File: config.mk
export PLATFORM = sky130hd
export DESIGN_NAME = theatre_console
export DESIGN_NICKNAME = d
export VERILOG_FILES = /design/src/rtl/theatre_console.sv
export SDC_FILE = /design/constraint.sdc
export NUM_CORES = 1
export LEC_CHECK = 0
export BUFFER_PORTS_ARGS = -buffer_cell sky130_fd_sc_hd__buf_2
export CAP_MARGIN = 10
export CORE_MARGIN = 1.5
export CORE_UTILIZATION = 50
export DETAILED_ROUTE_END_ITERATION = 8
export PLACE_DENSITY_LB_ADDON = 0.1
export SLEW_MARGIN = 20
export SYNTH_ARGS = -nofsm -noshare
export SYNTH_HDL_FRONTEND = slang
export SYNTH_SLANG_ARGS = --single-unit
File: constraint.sdc
create_clock -name clk -period 3.45 [get_ports clk]
set_input_delay 0.8625 -clock clk [delete_from_list [all_inputs] [get_ports clk]]
set_output_delay 0.8625 -clock clk [all_outputs]
set_load 0.05 [all_outputs]
File: src/rtl/theatre_console.sv
// theatre_console
//   Front-of-house console conditioner for the lighting/video controller.
//   Raw operator buttons and stage-tracker sensors are synchronised and
//   filtered here. The block drives a debounced enable, a one-hot (or
//   all-zero) mode set, and filtered active-low tracker outputs. When the
//   operator moves from one active mode to another, an all-off blanking gap
//   is inserted so that the downstream lights never overlap.
//
//   Optional feature: define THEATRE_CONSOLE_SHOWLOCK_EN to lock PLAY. While
//   the console is in PLAY, House/Music/Speaker presses are ignored, and only
//   the off button or EN=0 can leave PLAY.
//
// Parameters
//   DB_CYCLES     consecutive differing samples needed before a button flips
//   BLANK_CYCLES  all-off cycles inserted between two active modes
//   TRK_STABLE    identical valid tracker samples needed before TL/TC/TR load
//
// Ports
//   clk                     in   system clock, rising edge
//   reset                   in   asynchronous, active-low reset
//   btn_en                  in   raw master-enable key switch
//   btn_off                 in   raw "all modes off" button
//   btn_house/music/
//     speaker/play          in   raw mode buttons
//   trk_raw[2:0]            in   raw tracker {L,C,R}, active-low
//   EN                      out  debounced enable
//   House/Music/Speaker/Play out registered mode outputs, at most one high
//   TL/TC/TR                out  filtered tracker, active-low, at most one low
module theatre_console #(
  parameter int DB_CYCLES    = 4,
  parameter int BLANK_CYCLES = 2,
  parameter int TRK_STABLE   = 3
) (
  input  logic       clk,
  input  logic       reset,
  input  logic       btn_en,
  input  logic       btn_off,
  input  logic       btn_house,
  input  logic       btn_music,
  input  logic       btn_speaker,
  input  logic       btn_play,
  input  logic [2:0] trk_raw,
  output logic       EN,
  output logic       House,
  output logic       Music,
  output logic       Speaker,
  output logic       Play,
  output logic       TL,
  output logic       TC,
  output logic       TR
);

  localparam int NB  = 6;
  localparam int DBW = $clog2(DB_CYCLES + 1);
  localparam int BW  = $clog2(BLANK_CYCLES + 1);
  localparam int TW  = $clog2(TRK_STABLE + 1);

  // Bit positions in the button vectors
  localparam int I_HOUSE = 0;
  localparam int I_MUSIC = 1;
  localparam int I_SPK   = 2;
  localparam int I_PLAY  = 3;
  localparam int I_OFF   = 4;
  localparam int I_EN    = 5;

  typedef enum logic [2:0] {IDLE, HOUSE, MUSIC, SPEAKER, PLAY, BLANK} state_t;

  logic [NB-1:0]  btn_raw, btn_s1, btn_s2, db;
  logic [DBW-1:0] db_cnt [NB];
  logic [4:0]     db_q, press;
  state_t         state, state_next, target, target_next, sel;
  logic [BW-1:0]  blank_cnt, blank_cnt_next;
  logic [3:0]     mode_next;
  logic           lock;

  logic [2:0]     trk_s1, trk_s2, trk_prev;
  logic [TW-1:0]  trk_cnt, trk_cnt_inc;
  logic           trk_valid, trk_stable;

  assign btn_raw = {btn_en, btn_off, btn_play, btn_speaker, btn_music, btn_house};

  // Each button gets a two-flop synchroniser. The debounced level flips
  // only after DB_CYCLES consecutive samples that disagree with it. Any
  // agreeing sample clears the count, so a bounce shorter than that window
  // is ignored.
  always_ff @(posedge clk or negedge reset) begin
    if (!reset) begin
      btn_s1 <= '0;
      btn_s2 <= '0;
      db     <= '0;
      db_q   <= '0;
      for (int i = 0; i < NB; i++) db_cnt[i] <= '0;
    end else begin
      btn_s1 <= btn_raw;
      btn_s2 <= btn_s1;
      db_q   <= db[4:0];
      for (int i = 0; i < NB; i++) begin
        if (btn_s2[i] != db[i]) begin
          if (db_cnt[i] == DBW'(DB_CYCLES - 1)) begin
            db[i]     <= btn_s2[i];
            db_cnt[i] <= '0;
          end else begin
            db_cnt[i] <= db_cnt[i] + 1'b1;
          end
        end else begin
          db_cnt[i] <= '0;
        end
      end
    end
  end

  assign press = db[4:0] & ~db_q;
  assign EN    = db[I_EN];

`ifdef THEATRE_CONSOLE_SHOWLOCK_EN
  assign lock = (state == PLAY);
`else
  assign lock = 1'b0;
`endif

  // The state register and the mode outputs are loaded on the same edge.
  // As a result, the outputs follow a press with no additional cycle of delay.
  always_ff @(posedge clk or negedge reset) begin
    if (!reset) begin
      state     <= IDLE;
      target    <= IDLE;
      blank_cnt <= '0;
      {House, Music, Speaker, Play} <= 4'b0000;
    end else begin
      state     <= state_next;
      target    <= target_next;
      blank_cnt <= blank_cnt_next;
      {House, Music, Speaker, Play} <= mode_next;
    end
  end

  // The next-state logic reuses IDLE as "no mode request" for sel. A press
  // that arrives during BLANK only retargets the gap. It does not stretch it.
  always_comb begin
    state_next     = state;
    target_next    = target;
    blank_cnt_next = blank_cnt;
    sel            = IDLE;
    if      (press[I_PLAY])  sel = PLAY;
    else if (press[I_SPK])   sel = SPEAKER;
    else if (press[I_MUSIC]) sel = MUSIC;
    else if (press[I_HOUSE]) sel = HOUSE;

    if (!EN || press[I_OFF]) begin
      state_next     = IDLE;
      blank_cnt_next = '0;
    end else begin
      case (state)
        IDLE: begin
          if (sel != IDLE) state_next = sel;
        end
        BLANK: begin
          if (sel != IDLE) target_next = sel;
          if (blank_cnt == BW'(BLANK_CYCLES - 1)) begin
            state_next     = target_next;
            blank_cnt_next = '0;
          end else begin
            blank_cnt_next = blank_cnt + 1'b1;
          end
        end
        default: begin
          if (sel != IDLE && sel != state && !lock) begin
            state_next     = BLANK;
            target_next    = sel;
            blank_cnt_next = '0;
          end
        end
      endcase
    end
  end

  always_comb begin
    mode_next = 4'b0000;
    case (state_next)
      HOUSE:   mode_next = 4'b1000;
      MUSIC:   mode_next = 4'b0100;
      SPEAKER: mode_next = 4'b0010;
      PLAY:    mode_next = 4'b0001;
      default: mode_next = 4'b0000;
    endcase
  end

  // A tracker pattern is valid when at most one sensor is low. A valid
  // pattern must repeat for TRK_STABLE samples before it is loaded. Invalid
  // patterns clear the count, so the outputs hold their last good value.
  always_comb begin
    case (trk_s2)
      3'b111, 3'b011, 3'b101, 3'b110: trk_valid = 1'b1;
      default:                        trk_valid = 1'b0;
    endcase
    trk_stable  = trk_valid && (trk_s2 == trk_prev);
    trk_cnt_inc = (trk_cnt == TW'(TRK_STABLE)) ? trk_cnt : trk_cnt + 1'b1;
  end

  always_ff @(posedge clk or negedge reset) begin
    if (!reset) begin
      trk_s1       <= 3'b111;
      trk_s2       <= 3'b111;
      trk_prev     <= 3'b111;
      trk_cnt      <= '0;
      {TL, TC, TR} <= 3'b111;
    end else begin
      trk_s1   <= trk_raw;
      trk_s2   <= trk_s1;
      trk_prev <= trk_s2;
      if (trk_stable) begin
        trk_cnt <= trk_cnt_inc;
        if (trk_cnt_inc == TW'(TRK_STABLE)) {TL, TC, TR} <= trk_s2;
      end else begin
        trk_cnt <= '0;
      end
    end
  end

endmodule

Word-level counts from Yosys, hierarchy flattened

Cells that the tools add are included.

Flip-flop bits (word level): 67
Latch bits: 0
Bits in writable memories: 0
Memory bits (read-only): 0
Bits of input ports: 11
Output and inout bits: 8
Word-level logic and storage cells: 118
Memories: 0

$add $sub $neg: 8
Multipliers: 0
Div/mod/pow operators: 0
Magnitude comparators: 0
Equality and inequality tests: 27
Shifts and indexed selects: 0
Muxes and demuxes: 32
Bitwise operators: 4
Reduce and logical (&&, ||, !) cells: 18

Operators by type and width:

| operator              | number |
|---|---|
| $mux W3               | 19 |
| $eq A3 B2 Y1 const B  | 9 |
| $add A3 B1 Y3 const B | 6 |
| $pmux W4 S4           | 1 |
| $reduce_and A2 Y1     | 8 |
| $eq A3 B3 Y1 const B  | 5 |
| $mux W2               | 7 |
| $pmux W3 S2           | 2 |
| $ne A1 B1 Y1          | 6 |
| $reduce_bool A3 Y1    | 2 |
| $and A5 B5 Y5         | 1 |
| $not A5 Y5            | 1 |
| $add A2 B1 Y2 const B | 2 |
| $eq A2 B2 Y1 const B  | 2 |
| $pmux W2 S2           | 1 |
| $reduce_or A4 Y1      | 1 |
| $eq A3 B1 Y1 const B  | 1 |
| $eq A3 B3 Y1          | 1 |
| $logic_not A3 Y1      | 1 |
| $ne A3 B3 Y1          | 1 |
| $reduce_and A3 Y1     | 1 |
| $eq A2 B1 Y1 const B  | 1 |
| $logic_and A1 B1 Y1   | 2 |
| $mux W1               | 2 |
| other kinds (5)       | 6 |

Longest topological paths before layout

Gate-level depths: netlist of run 1.

Depth after elaboration: 13
Mapped depth: 7
Mapped depth without buffers: 6

Worst setup path before layout of run 1

OpenSTA, ideal clock, no wires.

Path type: register to register
Start: register db[5]
End: register Speaker
Setup time: 120 ps
Data arrival time: 1538 ps
Required time: 3330 ps
Slack: 1792 ps
Stages on the path, launching flop included: 5
Path buffers: 0
Clock period less this slack: 1658 ps
Path through: dfrtp_1 > o21ai_0 > nor3_1 > a21boi_2 > and3b_1

Word-level cells in the longest chain between the ends: 5
Elaborated cells between the ends (all ways): 8
Those cells by class: 4 x eq/ne; 2 x mux; 2 x reduce/logical

RTL lines:

| what                                 | RTL line | RTL |
|---|---|---|
| start: declaration                   | 68       | `logic [NB-1:0] btn_raw, btn_s1, btn_s2, db;` |
| start signal: indexed assignment     | 100      | `db[i] <= btn_s2[i];` |
| $logic_not A1 Y1 (*)                 | 149      | `if (!EN \|\| press[I_OFF]) begin` |
| $logic_or A1 B1 Y1 (*)               | 149      |  |
| $mux W3 (*)                          | 149      |  |
| via state_next[2]                    | 71       | `state_t state, state_next, target, target_next, sel;` |
| $eq A3 B3 Y1 (tied with other cells) | 179      | `case (state_next)` |
| $pmux W4 S4 (*)                      | 179      |  |
| via mode_next[1]                     | 73       | `logic [3:0] mode_next;` |
| end signal: assignment               | 133      | `{House, Music, Speaker, Play} <= mode_next;` |
| end: declaration                     | 46       | `output logic Speaker,` |

The timed path passes the listed nets; every way through them passes the cells marked *.
A chain may end at the register's enable or synchronous reset.

Worst setup path in the final report of run 1

Start: register TC
End: output TC

RTL lines:

| what                     | RTL line | RTL |
|---|---|---|
| start: declaration       | 49       | `output logic TC,` |
| start signal: assignment | 213      | `if (trk_cnt_inc == TW'(TRK_STABLE)) {TL, TC, TR} <= trk_s2;` |

No word-level cell between the ends.

==> results of run 1 <==
## power by group through the flow
stage               sequential (uW)  clock [uW]  combinational [uW]
floorplan                      1150           0                 741
global placement               1110           0                 929
detailed placement             1130           0                 961
CTS                            1110         611                 966
global route                   1140         649                1060
finish                         1120         585                 965
## cell type report
type / instances / area [sq um] / share of cell area (%)
flip-flops and latches: 67 / 1690 / 55.2
clock inverters: 5 / 32.5 / 1.06
inverters: 5 / 18.8 / 0.612
repair buffers: 20 / 105 / 3.43
well taps: 70 / 87.6 / 2.86
clock buffers: 11 / 151 / 4.94
multi-input cells: 131 / 978 / 31.9
## registers in the layout, indices dropped and copies added, names as in the netlist, 2 cells and up
name       cells
blank_cnt      2
btn_s1         6
btn_s2         6
db             6
db_cnt        18
db_q           5
state          3
target         3
trk_cnt        2
trk_prev       3
trk_s1         3
trk_s2         3
## stage by stage
step / worst slack, ns / utilization (%) / power [uW] / instance area, sq um
floorplan: 1.79 / - / 1890 / 2710
global placement: 1.62 / 55.7 / 2040 / 2880
detailed placement: 1.58 / 55.7 / 2090 / 2880
CTS: 1.45 / 59.3 / 2690 / 3070
global route: 1.30 / 59.3 / 2850 / 3070
finish: 1.47 / 59.3 / 2670 / 3070
## cells in the final DEF (no fill, tap or decap), types with 2 or more instances in the layout
master,Yosys,routed
a21o_1,2,2
inv_4,0,3
o21a_1,2,2
xnor2_1,8,8
nor3_1,12,12
a21boi_0,2,2
buf_2,1,18
inv_1,5,5
o2bb2ai_1,2,2
mux2_2,8,8
nand2b_1,6,6
a21oi_1,9,9
nor4_1,2,2
buf_4,1,2
o22ai_1,2,2
dfrtp_1,55,55
o21ai_0,4,4
nand2_1,9,9
dfstp_2,12,12
clkbuf_8,0,11
a211oi_1,2,2
nor2_1,11,11
and3b_1,3,3
ha_1,6,6
nor3b_1,11,11
nor2b_1,10,10
o21bai_1,2,2
## worst max path at each step
stage | endpoint | slack (ns) | cells after the start
finish | TC | 1.47 | 1
global route | Speaker$_DFF_PN0_ | 1.30 | 6
CTS | TC | 1.45 | 1
detailed placement | Speaker$_DFF_PN0_ | 1.58 | 6
global placement | House$_DFF_PN0_ | 1.62 | 6
floorplan | Speaker$_DFF_PN0_ | 1.79 | 4
## routing by layer
metal  routed length [microns]  GRT usage, %
met4                       145          10.4
met5                         0             0
met2                      2140          26.5
met3                       164          4.40
met1                      1840          19.7
## cell families (layout without fill, tap and decap cells)
group / count (synthesis) / in the layout / synth area share (%)
adder cells (fa/ha/maj): 6 / 6 / 2.77
multiplexers: 8 / 8 / 3.32
AO/OA/AOI/OAI: 36 / 36 / 10.5
flip-flops: 67 / 67 / 62.4
XOR/XNOR: 9 / 9 / 3.60
AND/OR/NAND/NOR: 72 / 72 / 15.9
buffers and inverters: 8 / 41 / 1.57
==> impl_results.md, run 1 <==
* Outcome: finished, final reports clean
* Synth async-reset ratio at 100%
* Vias in the first global route at 1657
* Worst slew pin tran at 0.649 ns
* Hold Crit Start: btn_s1[3]$_DFF_PN0_
* Yosys warns at 0
* Crit-path slowest cell: dfstp_2
* ANT cells at 0
* CP delay by family, top: flip-flops
* Routability Congestion at 0.913
* Worst Path Required at approximately 2.6 ns
* CTS tree: yes
* Cells after synthesis at roughly 200
* Full die area at 0.00588 sq mm
* Worst-path fanout max at 2
* Worst flop-to-flop path startpoint: db[3]$_DFFE_PN0P_
* Sequential area share after synthesis at between 60 and 70%
* Hold Crit Depth at 0
* Syn Nets at between 200 and 250
* Level count of the clock H-tree at 3
* Worst-Skew Late Latency at 0.33 ns
* Static Leak at between 0.001 and 0.0015 uW
* Max IR drop VDD at 0.000389 V
* RSZ-0062 raised after global routing: false
* FF-to-FF setup slack at 1.54 ns
* Pre-antenna DRT Iters at 4
* Clock transition at the registers of the reported paths at around 0.070 ns
* Placed cells at around 300
* Total grt overflow at 0
* Slew Viols, Final at 0
* # fillers at ~400
* Die Y at roughly 77 microns
* #FFs+latches synth at 67
* Max-cap viol count at 0
* CP peak stage delay at approximately 0.53 ns
* Most common cell in the netlist: dfrtp_1
* Area of the core at ~0.0052 sq mm
* Clock Tree Root: clkbuf_8
* Pwr dens at around 870 mW/mm^2
* Synth Area per Inst at 13.2 sq um
* Critical path startpoint: TC$_DFFE_PN1P_
* Combinational share of power at 36.2%
* Crit start category: flop
* CTS Buf Count at 9
* Path type of the worst setup path: reg -> out
* Final setup fails at 0
* Pin count of the biggest net entering global routing at 28
* Via density at 5.33
* Primary FF master, synth: dfrtp_1
* Final hold viol count at 0
* Initial antenna violation count at 0
* Number of flops mapped to enable cells by yosys at 0
* Reg2reg path depth at 6
* Row count at 26
* # port buffers at 18
* Unique masters post-synth at 44
* Dominant cells by area after synthesis: dfrtp_1 (51%), dfstp_2 (12%), mux2_2 (3.3%)
* Critical Path Sink Type: output pin
* Clock Sink Count at 67
* PostCTS Resize Cnt at 0
* Ports at 19
* Final min period at 1.98 ns
* Worst Hold Path EP: btn_s2[3]$_DFF_PN0_
* Setup TNS at 0 ns
* Final #Nets at 251
* Top cells by count, synth: dfrtp_1 (55), dfstp_2 (12), nor3_1 (12), nor2_1 (11), nor3b_1 (11)
* First-pass GRT wire length at around 7400 microns
* Total track usage at roughly 16%
* Final ANT Viol Nets at 0
* Initial DRC count at 78
* R2R Path End: Speaker$_DFF_PN0_
* Initial Utilization at between 50% and 60%
* NetSw at approximately 980 uW
* Post CTS Setup Buffer Count at 0
* Mapped cell area at between 0.002 and 0.003 sq mm
* Top cell type by total area after synthesis: dfrtp_1
* Seq pwr share at between 40% and 50%
* Top cell type's share of synthesized area at between 50 and 60%
* Slew HR at between 50% and 60%
* Syn-to-layout area delta at 13.0%
* WL/cell at ~14 microns
* Die Width at about 77 microns
* Worst Path Buf+Inv at 1
* Share of layout cells above drive strength 1 at a little under 30%
* CP Cell Sequence: buf_2
* CTS max path bufs at 2
* Net Sw Frac at between 30 and 40%
* Non-Filler Instances at around 310
* FMAX at between 500 and 600 MHz
* Dpl hpwl at 3170 microns
* # DRC at 0
* Via count at between 1500 and 2000
* Setup Skew at roughly 0.0097 ns
* Hold buffer count at cts at 0
* WP data arrival at 1.11 ns
* Min-Delay Path Class: reg -> reg
* Hold slack at 0.351 ns
* Final Cycle Share at roughly 57%
* Clock power frac at between 20 and 25%
* Cell Int Power at between 1500 and 2000 uW
* Routed Wire Length at 4290 microns
(Power assumes the default switching activity.)
==> inputs of run 2 (changes only) <==
ABC_AREA = 1   (was not set)
clock period = 1.9 ns   (was 3.45 ns; I/O delays follow)
==> impl_results.md, run 2 <==
* Yosys warns at 0 (unchanged)
* Top cell type by total area after synthesis: dfrtp_1
* Synth async-reset ratio at 100% (unchanged)
* Final instance area at 0.00299 sq mm (-2.6%)
* R2R Path End: Music$_DFF_PN0_
* Fin worst setup slack at 0.290 ns (-1.18 ns)
* Synth Area per Inst at 10.5 sq um (-20%)
* Max reg flops at 18 (unchanged)
* Critical Path Sink Type: flop
* Ports at 19 (unchanged)
* Reg2reg path depth at 8 (+2)
* Slew HR at 74.4% (+18 points)
* Clock transition at the registers of the reported paths at 0.07 ns (about the same)
* Setup TNS at 0 ns (unchanged)
* Slew Viols, Final at 0 (unchanged)
* Clock Tree Root: clkbuf_8
* CTS tree: yes
* Routed Wire Length at 3790 microns (-12%)
* Area after DPL at 0.00282 sq mm (-2.3%)
* Dominant cells by area after synthesis: dfrtp_1 (53%), dfstp_2 (12%), nand2_1 (7.5%)
* WL/cell at 10.7 microns (-23%)
* Initial antenna violation count at 0 (unchanged)
* Commonest non-fill, non-tap cell in the layout: dfrtp_1
* ANT cells at 0 (unchanged)
* Die Width at 75.4 microns (-1.7%)
* Max-cap viol count at 0 (unchanged)
* Final min period at roughly 1.6 ns
* First-pass GRT wire length at 6930 microns (-5.8%)
* CTS max path bufs at 2 (unchanged)
* Dpl hpwl at 2650 microns (-16%)
* Pre-antenna DRT Iters at 4 (unchanged)
* Max IR drop VDD at 0.000841 V (+120%)
* Top cells by count, synth: dfrtp_1 (55), nand2_1 (52), inv_1 (31), nor2_1 (24), dfstp_2 (12)
* Total power at 4690 uW (+76%)
* Mapped cell area at 0.00262 sq mm (-3.5%)
* # DRC at 0 (unchanged)
* Pwr dens at 1570 mW/mm^2 (+80%)
* PostCTS Resize Cnt at 0 (unchanged)
* Register area at 0.00169 sq mm (unchanged)
* Most frequent cells in the layout: dfrtp_1 (55), nand2_1 (52), inv_1 (31)
* Final setup fails at 0 (unchanged)
* Unique masters post-synth at 26 (-41%)
* Initial DRC count at 78 (unchanged)
* Primary FF master, synth: dfrtp_1
* Worst slew pin tran at 0.384 ns (-0.265 ns)
* CTS Buf Count at 9 (unchanged)
* Top cell type's share of synthesized area at 52.6% (+1.8 points)
* Static Leak at 0.00147 uW (+6.8%)
* Pin count of the biggest net entering global routing at 54 (+93%)
* Row count at 26 (unchanged)
* Via density at 4.53 (-15%)
* #FFs+latches synth at 67 (unchanged)
* RSZ-0062 raised after global routing: false
* Sequential area share after synthesis at 64.6% (+2.2 points)
* Total track usage at 17.3% (+0.78 points)
* Reg with most FFs: db_cnt
* Initial Utilization at 51.6% (-0.84 points)
* Worst-path fanout max at 9 (+7)
* Level count of the clock H-tree at 3 (unchanged)
* Multi-input gate area at 788 sq um (-19%)
* Critical path startpoint: db[3]$_DFFE_PN0P_
* Share of layout cells above drive strength 1 at 22.8% (-6.1 points)
* Total grt overflow at 0 (unchanged)
* Final hold viol count at 0 (unchanged)
* Via count at 1608 (-2.4%)
* Outcome: finished, final reports clean
* Place WS at 0.307 ns (-1.28 ns)
* # fillers at 469 (+14%)
* Setup Skew at 0.00716 ns (-0.00252 ns)
* WP data arrival at 1.84 ns (+0.73 ns)
* FMAX at 621 MHz
* Full die area at 0.00568 sq mm (-3.3%)
* Most common cell in the netlist: dfrtp_1
* Cells after synthesis at 250 (+21%)
* Final #Nets at 297 (+18%)
* Min-Delay Path Class: in -> async
* Hold buffer count at cts at 0 (unchanged)
* Crit start category: flop
* Final ANT Viol Nets at 0 (unchanged)
* Clock Sink Count at 67 (unchanged)
* Worst Path Required at 2.13 ns (-0.46 ns)
* Post CTS Setup Buffer Count at 0 (unchanged)
* Worst flop-to-flop path startpoint: db[3]$_DFFE_PN0P_
* Die Y at 75.4 microns (-1.7%)
* Layout Utilization at 58.9% (-0.41 points)
* Area of the core at 0.00507 sq mm (-1.9%)
* # port buffers at 18 (unchanged)
* Syn Nets at 267 (+20%)
* Path type of the worst setup path: reg -> reg
* Number of flops mapped to enable cells by yosys at 0 (unchanged)
* Syn-to-layout area delta at 14.0%
* Vias in the first global route at 1613 (-2.7%)
* Worst-Skew Late Latency at 0.34 ns (about the same)
* Routability Congestion at 0.896 (-1.9%)
* FF-to-FF setup slack at 0.29 ns (-1.25 ns)
* Final Cycle Share at a little over four fifths
[run 2: cell types whose count changed after synthesis, moves of 4 or more]
cell      delta
nand2_1     +43
inv_1       +26
nor2_1      +13
nor2b_1     -10
nand2b_1     -6
nand3_1      +6
nor3b_1      -6
inv_2        +5
mux2_2       -4
o21ai_1      +4
[run 2: worst max path at each step]
stage                                          end
after floorplan           blank_cnt[0]$_DFFE_PN0P_
after global placement              Play$_DFF_PN0_
after detailed placement            Play$_DFF_PN0_
after CTS                          Music$_DFF_PN0_
after global routing         target[1]$_DFFE_PN0P_
final                              Music$_DFF_PN0_
[run 2: layout make-up]
| cell class | count | share of cell area (%) |
|---|---|---|
| multi-input combinational | 146 | 26.4 |
| clock inverter | 6 | 1.42 |
| inverter | 37 | 4.65 |
| timing repair buffer | 19 | 3.69 |
| sequential | 67 | 56.6 |
| clock buffer | 10 | 4.27 |
| tap | 70 | 2.93 |
[run 2: kinds of logic (layout without fill, tap and decap cells)]
| group | after synthesis | after routing | synth area share (%) |
|---|---|---|---|
| mux | 4 | 4 | 1.72 |
| flops | 67 | 67 | 64.6 |
| fa+ha+maj | 6 | 6 | 2.87 |
| compound gates | 24 | 24 | 5.16 |
| buf+inv | 37 | 72 | 5.30 |
| xor+xnor | 7 | 7 | 2.34 |
| simple gates | 105 | 105 | 18.0 |
[run 2: routing by layer]
metal | wire (microns) | GRT usage (%) | vias up | part of all wire, %
met4 | 80 | 8.33 | 0 | 2.1
li1 | - | - | 846 | -
met2 | 1680 | 24.8 | 25 | 44
met1 | 1850 | 21.7 | 729 | 49
met5 | 0 | 0 | - | 0
met3 | 177 | 8.86 | 8 | 4.7
[run 2: stage by stage]
stage          std cells  hold slack [ns]
6_report             355           0.0484
3_5_place_dp         339            0.336
5_1_grt              355           0.0528
4_1_cts              355           0.0432
3_3_place_gp         339            0.333
2_1_floorplan        250            0.179
[run 2: power breakdown]
| part | internal, uW | switching (uW) | total (uW) |
|---|---|---|---|
| clock network | 472 | 521 | 993 |
| logic | 592 | 1110 | 1700 |
| registers | 1770 | 224 | 1990 |
[run 2: critical path, stage by stage, from the launching register on]
cell,delay [ns]
dfrtp_1,0.45
nand2_2,0.18
nand2_1,0.09
nor2_1,0.19
nand2_1,0.09
a21oi_1,0.14
nor2_1,0.08
a21oi_2,0.21
nor2_1,0.06
